<file path="config.mk">
export PLATFORM = sky130hd
export DESIGN_NAME = pipelined_cia_adder
export DESIGN_NICKNAME = d
export VERILOG_FILES = /design/src/rtl/cia_pkg.sv /design/src/rtl/cia_block.sv /design/src/rtl/pipelined_cia_adder.sv
export SDC_FILE = /design/constraint.sdc
export NUM_CORES = 1
export LEC_CHECK = 0
export BUFFER_PORTS_ARGS = -buffer_cell sky130_fd_sc_hd__buf_2
export CORE_ASPECT_RATIO = 2
export CORE_UTILIZATION = 45
export CTS_CLUSTER_SIZE = 30
export DETAILED_ROUTE_END_ITERATION = 8
export PLACE_DENSITY = 0.79
export SYNTH_ARGS = -nofsm -noshare
export SYNTH_HDL_FRONTEND = slang
export SYNTH_SLANG_ARGS = --single-unit
</file>
<file path="constraint.sdc">
create_clock -name clk -period 6.3 [get_ports clk]
set_clock_uncertainty 0.2 [all_clocks]
set_input_delay 1.575 -clock clk [delete_from_list [all_inputs] [get_ports clk]]
set_output_delay 1.575 -clock clk [all_outputs]
set_load 0.01 [all_outputs]
</file>
<file path="src/rtl/cia_pkg.sv">
// cia_pkg
//   Shared definitions for the pipelined carry-increment adder.
//   - MODE_ADD / MODE_SUB : encodings of the 'sub' operation select input.
//   - cia_params_ok()     : elaboration-time legality check of WIDTH/BLOCK/STAGES.
package cia_pkg;

  localparam logic MODE_ADD = 1'b0;
  localparam logic MODE_SUB = 1'b1;

  // Legal when BLOCK divides WIDTH, WIDTH >= 4, and STAGES is a divisor of
  // the lane count in the range 1..LANES.
  function automatic bit cia_params_ok(input int width, input int block, input int stages);
    bit ok;
    int lanes;
    ok    = 1'b1;
    lanes = 0;
    if (block < 1 || width < 4) begin
      ok = 1'b0;
    end else if ((width % block) != 0) begin
      ok = 1'b0;
    end else begin
      lanes = width / block;
      if (stages < 1 || stages > lanes || (lanes % stages) != 0) begin
        ok = 1'b0;
      end
    end
    return ok;
  endfunction

endpackage

</file>
<file path="src/rtl/cia_block.sv">
// cia_block
//   One carry-increment lane: a BLOCK-bit ripple sum computed with carry-in 0,
//   followed by a half-adder chain that increments that sum by the lane carry-in.
//   The lane carry-out is the OR of the ripple carry and the increment carry
//   (at most one of them can be set).
// Ports:
//   a, b  in  BLOCK  lane operands (b already inverted for subtraction)
//   ci    in  1      lane carry-in
//   sum   out BLOCK  lane sum
//   co    out 1      lane carry-out
module cia_block #(
  parameter int BLOCK = 4
) (
  input  logic [BLOCK-1:0] a,
  input  logic [BLOCK-1:0] b,
  input  logic             ci,
  output logic [BLOCK-1:0] sum,
  output logic             co
);

  // Chains are walked with blocking temporaries so the carry path is a plain
  // combinational sequence rather than a self-referencing vector.
  always_comb begin
    logic rc;
    logic ic;
    logic raw;
    rc  = 1'b0;
    ic  = ci;
    raw = 1'b0;
    sum = '0;
    for (int n = 0; n < BLOCK; n++) begin
      raw    = a[n] ^ b[n] ^ rc;
      rc     = (a[n] & b[n]) | (rc & (a[n] ^ b[n]));
      sum[n] = raw ^ ic;
      ic     = raw & ic;
    end
    co = rc | ic;
  end

endmodule

</file>
<file path="src/rtl/pipelined_cia_adder.sv">
// pipelined_cia_adder
//   WIDTH-bit adder/subtractor built from LANES carry-increment lanes spread
//   evenly over STAGES pipeline stages. Each stage processes its lanes from
//   the carry registered by the previous stage, forwarding the unprocessed
//   operand bits and the completed sum bits. A single global advance signal
//   (adv = !out_valid | out_ready) enables every register, so the pipe
//   either moves as a whole or holds as a whole.
// Ports:
//   clk        in  1      clock, rising edge
//   rst_n      in  1      asynchronous active-low reset
//   in_valid   in  1      operands present
//   in_ready   out 1      operands accepted this cycle (== adv)
//   a, b       in  WIDTH  operands
//   cin        in  1      carry in (ignored when sub=1)
//   sub        in  1      0: a+b+cin, 1: a-b
//   out_valid  out 1      result present
//   out_ready  in  1      consumer accepts result
//   sum        out WIDTH  result, modulo 2^WIDTH
//   cout       out 1      carry out (subtract: 1 = no borrow)
//   ovf        out 1      signed overflow
module pipelined_cia_adder
  import cia_pkg::*;
#(
  parameter int WIDTH  = 32,
  parameter int BLOCK  = 4,
  parameter int STAGES = 2
) (
  input  logic             clk,
  input  logic             rst_n,
  input  logic             in_valid,
  output logic             in_ready,
  input  logic [WIDTH-1:0] a,
  input  logic [WIDTH-1:0] b,
  input  logic             cin,
  input  logic             sub,
  output logic             out_valid,
  input  logic             out_ready,
  output logic [WIDTH-1:0] sum,
  output logic             cout,
  output logic             ovf
);

  localparam int LANES = WIDTH / BLOCK;
  localparam int LPS   = LANES / STAGES;  // lanes handled per stage
  localparam int SB    = LPS * BLOCK;     // bits handled per stage

  if (!cia_params_ok(WIDTH, BLOCK, STAGES)) begin : g_bad_params
    $error("pipelined_cia_adder: illegal WIDTH/BLOCK/STAGES combination");
  end

  logic adv;
  assign adv      = !out_valid || out_ready;
  assign in_ready = adv;

  for (genvar gs = 0; gs < STAGES; gs++) begin : g_stage
    localparam int LO = gs * SB;  // first bit handled by this stage
    localparam int HI = LO + SB;  // bits completed after this stage

    logic                v_in;
    logic                c_in;
    logic [WIDTH-LO-1:0] a_in;
    logic [WIDTH-LO-1:0] b_in;
    logic [SB-1:0]       lane_sum;
    logic [HI-1:0]       s_next;
    logic                c_out;

    logic                v_reg;
    logic                c_reg;
    logic [HI-1:0]       s_reg;

    if (gs == 0) begin : g_head
      // Subtraction is folded in here: B inverted and the first lane carry
      // forced to 1, so later stages only ever see an addition.
      assign v_in   = in_valid;
      assign a_in   = a;
      assign b_in   = (sub == MODE_ADD) ? b : ~b;
      assign c_in   = (sub == MODE_SUB) ? 1'b1 : cin;
      assign s_next = lane_sum;
    end else begin : g_body
      assign v_in   = g_stage[gs-1].v_reg;
      assign a_in   = g_stage[gs-1].g_fwd.a_reg;
      assign b_in   = g_stage[gs-1].g_fwd.b_reg;
      assign c_in   = g_stage[gs-1].c_reg;
      assign s_next = {lane_sum, g_stage[gs-1].s_reg};
    end

    for (genvar gl = 0; gl < LPS; gl++) begin : g_lane
      logic ci;
      logic co;
      if (gl == 0) begin : g_cfirst
        assign ci = c_in;
      end else begin : g_cnext
        assign ci = g_lane[gl-1].co;
      end
      cia_block #(
        .BLOCK(BLOCK)
      ) u_block (
        .a  (a_in[gl*BLOCK +: BLOCK]),
        .b  (b_in[gl*BLOCK +: BLOCK]),
        .ci (ci),
        .sum(lane_sum[gl*BLOCK +: BLOCK]),
        .co (co)
      );
    end

    assign c_out = g_lane[LPS-1].co;

    always_ff @(posedge clk or negedge rst_n) begin
      if (!rst_n) begin
        v_reg <= 1'b0;
        c_reg <= 1'b0;
        s_reg <= '0;
      end else if (adv) begin
        v_reg <= v_in;
        c_reg <= c_out;
        s_reg <= s_next;
      end
    end

    // Operand bits not yet consumed travel with the partial result.
    if (gs < STAGES - 1) begin : g_fwd
      localparam int REM = WIDTH - HI;
      logic [REM-1:0] a_reg;
      logic [REM-1:0] b_reg;
      always_ff @(posedge clk or negedge rst_n) begin
        if (!rst_n) begin
          a_reg <= '0;
          b_reg <= '0;
        end else if (adv) begin
          a_reg <= a_in[WIDTH-LO-1:SB];
          b_reg <= b_in[WIDTH-LO-1:SB];
        end
      end
    end

    // The MSB lives in the last stage: a^b^sum at the MSB recovers the carry
    // into the MSB, which XORed with the carry out gives signed overflow.
    if (gs == STAGES - 1) begin : g_last
      logic ovf_reg;
      always_ff @(posedge clk or negedge rst_n) begin
        if (!rst_n) begin
          ovf_reg <= 1'b0;
        end else if (adv) begin
          ovf_reg <= a_in[SB-1] ^ b_in[SB-1] ^ lane_sum[SB-1] ^ c_out;
        end
      end
    end
  end

  assign out_valid = g_stage[STAGES-1].v_reg;
  assign sum       = g_stage[STAGES-1].s_reg;
  assign cout      = g_stage[STAGES-1].c_reg;
  assign ovf       = g_stage[STAGES-1].g_last.ovf_reg;

endmodule

</file>
# Word level (Yosys, flattened, before mapping)
# Cells that the tools add are included.
# classes
add_sub_neg	0
mul	0
div	0
magnitude_cmp	0
n_eq_ne	0
shifts	0
n_mux	2
n_bitwise	211
n_reduce_logical	2
# op_table
cell	n
1-bit bitwise XOR	90
1-bit AND	88
32-bit two-way mux	1
32-bit NOT	1
1-bit bitwise OR	32
1-bit zero test	1
1-bit logical OR	1
1-bit two-way mux	1
# totals
reg_bits	85
latch_bits	0
ramBits	0
romBits	0
in_bits	70
out_inout_bits	36
wordCells	224
mem_count	0

# Logic depth before layout (Yosys ltp)
# Gate-level depths: netlist (run 1).
# logic_depth
ltp_word	25
mapped_depth	27
ltp_nobuf	25

# By module
# Synthesis (run 1) repeated with hierarchy kept, for this count alone.
# unflattened
hier_cells	391
hier_area_um2	4938.5
# by_module_without_submodules
module	instances	cells_each	area_per_inst_um2	seq_area_each_um2
pipelined_cia_adder	1	239	3607.2	2127.0
cia_block	8	19	166.4	0.0

# Worst setup path before layout (run 1)
# Ideal clock, no wire load.
# synth_timing
path_kind	input to register
from	input port sub
to	register g_stage[0].s_reg[15]
setup_ps	125
arrival_time_ps	6246
required_time_ps	5975
path_slack_ps	-271
cell_stages	24
n_path_buf	2
path_cell_list	buf_2 > buf_4 > xor2_1 > ha_1 > fa_1 > fa_1 > ha_1 > ha_1 > nand2b_1 > ha_1 > ha_1 > ha_1 > ha_1 > nand2b_1 > ha_1 > ha_1 > ha_1 > ha_1 > nand2b_1 > ha_1 > ha_1 > ha_1 > ha_1 > mux2_4
# synth_via
elab_chain_cells	23
elab_cells_between_ends	86
cone_classes	mux (2); bitwise (84)
# synth_lines
item	line	text
start: declaration	pipelined_cia_adder.sv:35	input logic sub,
32-bit two-way mux	pipelined_cia_adder.sv:76	assign b_in = (sub == MODE_ADD) ? b : ~b;
1-bit AND / 1-bit bitwise XOR (equally long branches)	cia_block.sv:33, cia_block.sv:32	
1-bit AND	cia_block.sv:33	rc = (a[n] & b[n]) | (rc & (a[n] ^ b[n]));
1-bit bitwise OR	cia_block.sv:33	
1-bit AND	cia_block.sv:33	
1-bit bitwise OR	cia_block.sv:33	
1-bit AND / 1-bit bitwise XOR (equally long branches)	cia_block.sv:33, cia_block.sv:32	
1-bit bitwise OR / 1-bit AND (equally long branches)	cia_block.sv:33, cia_block.sv:35	
1-bit bitwise OR	cia_block.sv:37	co = rc | ic;
1-bit AND (4 in series)	cia_block.sv:35	ic = raw & ic;
1-bit bitwise OR	cia_block.sv:37	
1-bit AND (4 in series)	cia_block.sv:35	
1-bit bitwise OR	cia_block.sv:37	
1-bit AND (3 in series)	cia_block.sv:35	
1-bit bitwise XOR (*)	cia_block.sv:34	sum[n] = raw ^ ic;
named net g_stage[0].g_lane[3].u_block.sum[3]	cia_block.sv:17	output logic [BLOCK-1:0] sum,
end signal: assignment	pipelined_cia_adder.sv:116	s_reg <= s_next;
end: declaration	pipelined_cia_adder.sv:69	logic [HI-1:0] s_reg;
# Mark *: on every way through the listed nets, which the timed path passes. The rest lies on a longest branch.
# A chain may end at the register's enable or synchronous reset.

# Worst setup path after layout (run 1)
# layout_timing
from	input port b[0]
to	register g_stage[0].s_reg[15]
# layout_via
elab_chain_cells	24
elab_cells_between_ends	32
cone_classes	mux (1); bitwise (31)
# layout_lines
item	line	text
start: declaration	pipelined_cia_adder.sv:33	input logic [WIDTH-1:0] b,
32-bit NOT	pipelined_cia_adder.sv:76	
32-bit two-way mux (*)	pipelined_cia_adder.sv:76	
1-bit AND (2 in series)	cia_block.sv:33	
1-bit bitwise OR	cia_block.sv:33	
1-bit AND	cia_block.sv:33	
1-bit bitwise OR	cia_block.sv:33	
1-bit AND / 1-bit bitwise XOR (equally long branches)	cia_block.sv:33, cia_block.sv:32	
1-bit bitwise OR / 1-bit AND (equally long branches)	cia_block.sv:33, cia_block.sv:35	
1-bit bitwise OR (*)	cia_block.sv:37	
1-bit AND (*) (4 in series)	cia_block.sv:35	
1-bit bitwise OR (*)	cia_block.sv:37	
1-bit AND (*) (4 in series)	cia_block.sv:35	
1-bit bitwise OR (*)	cia_block.sv:37	
1-bit AND (*) (3 in series)	cia_block.sv:35	
1-bit bitwise XOR (*)	cia_block.sv:34	
named net g_stage[0].g_lane[3].u_block.sum[3]	cia_block.sv:17	
# Marks and branches as above.

==> flow_summary.json, run 1 <==
{
  "core_um2": 10480,
  "ys.warnings.count": 0,
  "relSlewSlack_pct": 27.01,
  "final-hold-violation-count": 0,
  "crit_required_ns": 6.30,
  "first_global_vias": 3125,
  "syn_nets": 499,
  "cts_buffer_depth": 2,
  "internal-power_uw": 1491,
  "vias": 2922,
  "cts_max_level": 3,
  "status": "finished clean",
  "fin_area_um2": 5794,
  "wire_per_inst_um": 14.65,
  "slew_viol_final": 0,
  "port_buffers": 105,
  "synthesis.instances": 364,
  "initial_core_util_pct": 46.37,
  "power.leakage_uw": 0.002978,
  "viasPerCell": 4.798,
  "fmax_mhz": 165.4,
  "fin_crit_sh_pct": 95.98,
  "r2r-end": "ovf",
  "vdd_drop_max_mv": 0.1604,
  "reg2reg_depth": 25,
  "seqPwrFrac_pct": 39.6,
  "cp-end-kind": "register",
  "placed_cell_area_um2": 5497,
  "clk_pin_slew_ns": 0.06,
  "diodes": 0,
  "rsz0062_at_grt": "no",
  "drc": 0,
  "p_sw_share_pct": 30.17,
  "initialDrtViolationCount": 106,
  "gr-total-overflow": 0,
  "syn_area_um2": 4858,
  "tightestPinTransition_ns": 1.095,
  "path_max_fanout": 1,
  "p_per_area_nw_per_um2": 368.6,
  "dp.final_hpwl_um": 6634,
  "grt_pass1_wl_um": 14460,
  "cts_root_buf": "clkbuf_16",
  "worstPathArrival_ns": 6.05,
  "synth_seq_cells": 85,
  "finalSetupViolCount": 0,
  "gp_congestion": 0.7678,
  "r2r_start": "g_stage[0].g_fwd.a_reg[0]",
  "grt_antenna_before_repair": 0,
  "ys_seq_area_share_pct": 43.78,
  "final_nets": 603,
  "postSynthAreaPerCell_um2": 13.35,
  "worstSetupPathType": "in -> reg",
  "ys_types": 20,
  "dieArea_um2": 11240,
  "routed_wl_um": 8920,
  "rrSetupSlack_ns": 0.33,
  "io-pin-count": 106,
  "die_x_um": 75.47,
  "clock_power_share_pct": 23.5,
  "synthToLayoutAreaGrowth_pct": 19.26,
  "pwr-share-comb_pct": 37.0,
  "max_cap_violations": 0,
  "min_period_ns": 6.047,
  "power_switching_uw": 644.4,
  "die_y_um": 148.9,
  "cts_tree": "yes",
  "largest_reg_flops": 32,
  "start_kind": "input pin",
  "num_rows": 53,
  "post_cts_buffers": 0,
  "grt_use_total_pct": 17.25,
  "grt_max_degree": 86,
  "critPathMostFrequentCell": "ha_2",
  "hold_class": "reg -> reg",
  "crit_end": "g_stage[0].s_reg[15]",
  "cts.sinks": 85,
  "cts_made_buffers": 9,
  "drive_above_1_share_pct": 42.58,
  "critical_path.max_stage_delay_ns": 0.40,
  "slowest_stage": "fa_2",
  "crit_start": "b[0]",
  "clk_latency_ns": 0.32,
  "drt_first_pass_iters": 6,
  "fin_tns_setup_ns": 0,
  "final_antenna_net_count": 0
}
cell usage after synthesis:
cell / instances / area share (%)
a21oi_1: 14 / 1.4
clkbuf_1: 1 / 0.077
o21ai_0: 10 / 1.0
dfrtp_1: 85 / 44
nor2b_1: 1 / 0.13
or2_2: 4 / 0.51
xnor2_1: 19 / 3.4
nand2b_1: 4 / 0.51
buf_2: 6 / 0.62
xor2_1: 15 / 2.7
nand2b_4: 1 / 0.28
mux2_2: 10 / 2.3
inv_1: 45 / 3.5
ha_1: 41 / 11
nor2_1: 15 / 1.2
nand2_1: 10 / 0.77
buf_6: 6 / 1.4
fa_1: 24 / 9.9
buf_4: 3 / 0.46
mux2_4: 50 / 15
final cells by class:
cell class	count	area [µm²]
Tap cell	137	171.4
Clock inverter	2	35.03
Multi-Input combinational cell	218	2494
Clock buffer	13	240.2
Inverter	45	168.9
Sequential cell	85	2127
Fill cell	911	4683
Timing Repair Buffer	109	558.0
layer usage:
metal / vias up / share of wire [%] / global-route usage [%]
li1: 1379 / - / -
met1: 1446 / 39 / 20.13
met2: 82 / 54 / 29.46
met3: 15 / 3.8 / 3.311
met4: 0 / 3.0 / 8.241
met5: - / 0 / 0
critical path, delay by kind of cell:
family | cells | cell delay, ns
mux | 1 | 0.26
buf+inv | 3 | 0.22
xor+xnor | 1 | 0.16
fa+ha+maj | 17 | 3.39
simple gates | 3 | 0.44
worst min-delay path by stage:
stage | start | end | slack [ns] | depth (start not counted)
CTS | g_stage[0].v_reg | out_valid | 0.28 | 1
global placement | g_stage[0].v_reg | out_valid | 0.26 | 1
detailed placement | g_stage[0].v_reg | out_valid | 0.26 | 1
finish | g_stage[0].v_reg | out_valid | 0.28 | 1
global route | g_stage[0].v_reg | out_valid | 0.30 | 1
floorplan | g_stage[0].v_reg | out_valid | 0.23 | 1
cell usage in the layout (no fill, tap or decap), types with 5 or more instances in the layout:
master | netlist | routed
buf_2 | 6 | 104
dfrtp_1 | 85 | 85
mux2_4 | 50 | 50
inv_1 | 45 | 45
ha_1 | 41 | 29
fa_1 | 24 | 21
xnor2_1 | 19 | 18
xor2_1 | 15 | 15
nor2_1 | 15 | 15
a21oi_1 | 14 | 14
ha_2 | 0 | 11
mux2_2 | 10 | 10
nand2_1 | 10 | 10
o21ai_0 | 10 | 10
clkbuf_16 | 0 | 9
buf_4 | 3 | 5
stage by stage:
stage	hold slack, ns	setup WS [ns]	util (%)	power [µW]	std cells
floorplan	0.2349	0.004872	-	1369	364
global placement	0.2636	0.01435	52.46	1597	594
detailed placement	0.2647	-0.1179	52.46	1643	594
CTS	0.2775	0.1519	55.09	2160	609
global route	0.2975	0.03528	55.30	2295	609
finish	0.2767	0.2532	55.30	2136	609
cells by family after synthesis:
logic type | count (synthesis) | synth area share, %
AO/OA/AOI/OAI | 24 | 2.472
AND/OR/NAND/NOR | 35 | 3.374
XOR/XNOR | 34 | 6.129
adder cells (fa/ha/maj) | 65 | 20.45
multiplexers | 60 | 17.77
flip-flops | 85 | 43.78
buffers and inverters | 61 | 6.026
power by group through the flow:
stage / clock [µW] / combinational [µW] / sequential (µW)
after floorplan: 0 / 485 / 884
after global placement: 0 / 749 / 847
after detailed placement: 0 / 790 / 853
after CTS: 518 / 794 / 848
after global routing: 537 / 890 / 868
final: 501 / 789 / 845
repair_timing:
item                                    in CTS  in global routing
gates resized for setup                      0                  3
endpoints found under the setup margin       0                  1
hold buffers                                 0                  0
(Power assumes the default switching activity.)
==> inputs of run 2 (changes only) <==
--- a/config.mk
+++ b/config.mk
@@ -11,6 +11,8 @@
 export CTS_CLUSTER_SIZE = 30
 export DETAILED_ROUTE_END_ITERATION = 8
 export PLACE_DENSITY = 0.79
+export RECOVER_POWER = 100
+export SETUP_SLACK_MARGIN = 0.05
 export SYNTH_ARGS = -nofsm -noshare
 export SYNTH_HDL_FRONTEND = slang
 export SYNTH_SLANG_ARGS = --single-unit
==> flow_summary.json, run 2 (synthesized netlist as in run 1, its figures left out) <==
{
  "crit_required_ns": 6.31,
  "routed_wl_um": 8812,
  "first_global_vias": 3221,
  "vias": 2858,
  "wire_per_inst_um": 14.47,
  "slew_viol_final": 125,
  "grt_pass1_wl_um": 14760,
  "final_antenna_net_count": 0,
  "status": "finished, violations left",
  "clk_latency_ns": 0.33,
  "max_cap_violations": 2,
  "power.leakage_uw": 0.002727,
  "largest_reg_flops": 32,
  "drc": 0,
  "setup_ws_ns": 0.2217,
  "grt_max_degree": 86,
  "hold_buffers": 0,
  "io-pin-count": 106,
  "top_layer_used": "met4",
  "cts_buffer_depth": 2,
  "num_rows": 53,
  "path_max_fanout": 1,
  "rsz0062_at_grt": "no",
  "diodes": 0,
  "wl_met3_um": 377,
  "finalSetupViolCount": 0,
  "gp_congestion": 0.7491,
  "dp_slack_ns": -0.01627,
  "relSlewSlack_pct": -41.33,
  "hold_class": "reg -> reg",
  "wl_met2_um": 4908,
  "min_period_ns": 6.078,
  "port_buffers": 105,
  "start_kind": "input pin",
  "gr-total-overflow": 0,
  "drive_above_1_share_pct": 27.33,
  "cts_max_level": 3,
  "violations": "max-capacitance violations, max-slew violations",
  "layout_commonest_cell": "dfrtp_1",
  "drt_first_pass_iters": 4,
  "cts_root_buf": "clkbuf_16",
  "final-hold-violation-count": 0,
  "die_y_um": 148.9,
  "core_um2": 10480,
  "cts.sinks": 85,
  "final_cell_mix": "dfrtp_1, buf_2, inv_1",
  "cp-end-kind": "register",
  "wirelength_met1_um": 3319,
  "clk_pin_slew_ns": 0.06,
  "fin_area_um2": 5689,
  "cts_tree": "yes",
  "viasPerCell": 4.693,
  "die_x_um": 75.47,
  "dp.final_hpwl_um": 6573,
  "initialDrtViolationCount": 81,
  "fin_crit_sh_pct": 96.48,
  "synthToLayoutAreaGrowth_pct": 17.10,
  "p_per_area_nw_per_um2": 367.5,
  "final_nets": 602,
  "fin_tns_setup_ns": 0,
  "grt_antenna_before_repair": 0,
  "placed_cell_area_um2": 5549,
  "worstPathArrival_ns": 6.09,
  "rrSetupSlack_ns": 0.29,
  "worstSetupPathType": "in -> reg",
  "dieArea_um2": 11240,
  "fmax_mhz": 164.5,
  "tightestPinTransition_ns": 2.120,
  "initial_core_util_pct": 46.37,
  "grt_use_total_pct": 17.75,
  "vdd_drop_max_mv": 0.1778,
  "cts_made_buffers": 9
}
run 2: per-layer routing:
layer  track usage (%)  up-vias
met4             7.500        0
met3             4.257       12
met5                 0        -
li1                  -     1378
met2             30.76       71
met1             20.18     1397
run 2: where the power goes:
part | internal [µW] | switching (µW) | leakage, µW | total, µW
combinational | 342 | 336 | 0.00158 | 679
clock | 369 | 202 | 0.000156 | 571
sequential | 735 | 106 | 0.000988 | 841
total | 1450 | 644 | 0.00273 | 2090
run 2: worst max-delay path, cell delays in order:
cell and delay [ns]:
buf_2 0.10, xor2_1 0.15, ha_2 0.19, fa_1 0.46, fa_2 0.40, inv_1 0.07, fa_1 0.17, inv_1 0.05
ha_2 0.17, nand2b_4 0.14, ha_4 0.15, ha_1 0.20, ha_1 0.19, ha_1 0.18, nand2b_4 0.15, ha_4 0.15
ha_2 0.16, ha_2 0.16, ha_2 0.16, nand2b_4 0.14, ha_4 0.15, ha_2 0.16, ha_2 0.16, ha_1 0.26
mux2_4 0.25
run 2: per-stage QoR:
stage	utilization, %	hold slack (ns)	cells	power, µW
finish	54.30	0.2780	609	2091
global route	54.30	0.3145	609	2250
CTS	56.09	0.2887	609	2235
detailed placement	52.96	0.2605	593	1650
global placement	52.96	0.2650	593	1611
floorplan	-	0.2349	364	1380
run 2: final timing paths:
check,endpoint,cells past startpoint,start
max,g_stage[0].s_reg[15],25,b[0]
max reg2reg,ovf,25,g_stage[0].g_fwd.a_reg[0]
min in group asynchronous,sum[28],1,rst_n
max in group asynchronous,g_stage[0].s_reg[10],1,rst_n
min reg2reg,out_valid,1,g_stage[0].v_reg
min,out_valid,1,g_stage[0].v_reg
run 2: timing repair:
item                       in CTS  in global routing
setup endpoints to repair       0                  1
buffers inserted                0                  0
resized for setup               0                  2
run 2: area by class of cell:
class | count | area (µm²)
clock buffers | 13 | 260.3
clock inverters | 3 | 67.56
fillers | 978 | 4788
inverters | 45 | 168.9
multi-input cells | 218 | 2391
flip-flops and latches | 85 | 2127
well taps | 137 | 171.4
repair buffers | 108 | 503.0
==> inputs of run 3 (changes only) <==
--- a/config.mk
+++ b/config.mk
@@ -15,4 +15,5 @@
 export SETUP_SLACK_MARGIN = 0.05
 export SYNTH_ARGS = -nofsm -noshare
 export SYNTH_HDL_FRONTEND = slang
+export SYNTH_HIERARCHICAL = 1
 export SYNTH_SLANG_ARGS = --single-unit
==> flow_summary.json, run 3 <==
{
  "die_y_um": 150.2,
  "vias": 2953,
  "synthArstFlopShare_pct": 100.0,
  "max_cap_violations": 2,
  "critical_path.max_stage_delay_ns": 0.50,
  "r2r_start": "g_stage[0].g_fwd.a_reg[0]",
  "dp.final_hpwl_um": 7023,
  "start_kind": "input pin",
  "cts_made_buffers": 9,
  "tightestPinTransition_ns": 2.141,
  "gp_congestion": 0.8399,
  "rsz0062_at_grt": "no",
  "crit_end": "g_stage[0].c_reg",
  "viasPerCell": 4.629,
  "cts_tree": "yes",
  "synth_seq_cells": 85,
  "initialDrtViolationCount": 107,
  "grt_antenna_before_repair": 0,
  "path_max_fanout": 2,
  "dieArea_um2": 11420,
  "fmax_mhz": 163.6,
  "largest_reg_flops": 32,
  "synth_edf_count": 0,
  "initial_core_util_pct": 46.54,
  "fin_crit_sh_pct": 97.02,
  "syn_area_um2": 4938,
  "ys_types": 16,
  "fin_tns_setup_ns": 0,
  "first_global_vias": 3305,
  "final_nets": 630,
  "p_per_area_nw_per_um2": 352.2,
  "drt_first_pass_iters": 4,
  "synth_area_leaders": "dfrtp_1, ha_1, mux2_4",
  "crit_start": "sub",
  "crit_required_ns": 6.31,
  "drive_above_1_share_pct": 28.94,
  "routed_wl_um": 9179,
  "post_cts_buffers": 0,
  "grt_max_degree": 86,
  "synth_ff_type": "dfrtp_1",
  "cts.sinks": 85,
  "final_antenna_net_count": 0,
  "relSlewSlack_pct": -42.72,
  "finalSetupViolCount": 0,
  "final-hold-violation-count": 0,
  "synth_common_cells": "dfrtp_1, inv_1, ha_1",
  "synthesis.instances": 391,
  "r2r-end": "ovf",
  "clk_latency_ns": 0.33,
  "final_cell_mix": "dfrtp_1, inv_1, buf_2",
  "violations": "max-capacitance violations, max-slew violations",
  "hold-worst-slack_ns": 0.2656,
  "grt_use_total_pct": 17.88,
  "cts_root_buf": "clkbuf_16",
  "syn_nets": 525,
  "reg2reg_depth": 25,
  "diodes": 0,
  "cts_max_level": 3,
  "gr-total-overflow": 0,
  "slew_viol_final": 126,
  "worstPathArrival_ns": 6.12,
  "synth_top_area_cell": "dfrtp_1",
  "cp-end-kind": "register",
  "min_period_ns": 6.112,
  "rrSetupSlack_ns": 0.54,
  "layout_commonest_cell": "dfrtp_1",
  "num_rows": 53,
  "yosysMostFrequentCell": "dfrtp_1",
  "grt_pass1_wl_um": 15680,
  "wire_per_inst_um": 14.39,
  "status": "finished, violations left",
  "critPathMostFrequentCell": "ha_4",
  "postSynthAreaPerCell_um2": 12.63,
  "synthToLayoutAreaGrowth_pct": 19.15,
  "ys.warnings.count": 6,
  "synth_top_area_share_pct": 43.07,
  "core_um2": 10610,
  "drc": 0,
  "hold_class": "reg -> reg",
  "power.leakage_uw": 0.002861,
  "die_x_um": 76.08,
  "slowest_stage": "fa_1",
  "ys_seq_area_share_pct": 43.07,
  "vdd_drop_max_mv": 0.2540,
  "io-pin-count": 106,
  "worstSetupPathType": "in -> reg",
  "port_buffers": 105,
  "cts_buffer_depth": 2,
  "clk_pin_slew_ns": 0.06
}
-- run 3: stage by stage --
stage,setup slack (ns),total power (µW),utilization [%],instances,area [µm²]
after floorplan,-0.1652,1391,-,391,5157
after CTS,0.08203,2218,57.12,638,6061
after global routing,0.06560,2232,55.46,638,5884
final,0.1879,2072,55.46,638,5884
after detailed placement,-0.2793,1667,54.19,622,5749
after global placement,-0.1064,1629,54.19,622,5749
-- run 3: per-layer routing --
| metal | share of wire (%) | GRT usage (%) | routed length, µm | vias to the layer above |
|---|---|---|---|---|
| met3 | 2.9 | 2.788 | 269 | 7 |
| met4 | 1.2 | 7.115 | 112 | 0 |
| met1 | 37 | 19.40 | 3420 | 1457 |
| met5 | 0 | 0 | 0 | - |
| li1 | - | - | - | 1426 |
| met2 | 59 | 34.32 | 5377 | 63 |
-- run 3: critical path: cells and delay by family --
family,cells,cell delay [ns]
AND/OR/NAND/NOR,4,0.54
adder cells (fa/ha/maj),16,3.19
multiplexers,1,0.25
buffers and inverters,4,0.39
XOR/XNOR,1,0.15
-- run 3: worst min-delay path by stage --
stage                                start         to  slack [ns]  depth (start not counted)
after floorplan           g_stage[0].v_reg  out_valid        0.23                          1
after global placement    g_stage[0].v_reg  out_valid        0.24                          1
after detailed placement  g_stage[0].v_reg  out_valid        0.25                          1
after CTS                 g_stage[0].v_reg  out_valid        0.27                          1
after global routing      g_stage[0].v_reg  out_valid        0.29                          1
final                     g_stage[0].v_reg  out_valid        0.27                          1
-- run 3: cell families after synthesis --
logic type | synth area share (%)
buffers and inverters | 8.513
AO/OA/AOI/OAI | 1.723
AND/OR/NAND/NOR | 2.838
XOR/XNOR | 6.207
flip-flops | 43.07
adder cells (fa/ha/maj) | 19.86
multiplexers | 17.79
-- run 3: area by class of cell --
type                    instances  area [µm²]
repair buffers                109       508.0
clock buffers                  11       252.7
fillers                       943        4726
inverters                      80       300.3
multi-input cells             211        2466
flip-flops and latches         85        2127
well taps                     137       171.4
clock inverters                 5       58.81
-- run 3: repair_timing --
| item | 4_1_cts | 5_1_grt |
|---|---|---|
| endpoints found under the hold margin | 0 | 0 |
| hold buffers | 0 | 0 |
| endpoints found under the setup margin | 0 | 1 |
| resized for setup | 0 | 1 |
-- run 3: report_power, final --
| part | leakage (µW) | internal, µW | switching (µW) | total (µW) |
|---|---|---|---|---|
| logic | 0.00173 | 342 | 354 | 697 |
| clock network | 0.000148 | 329 | 209 | 538 |
| registers | 0.000983 | 735 | 102 | 838 |
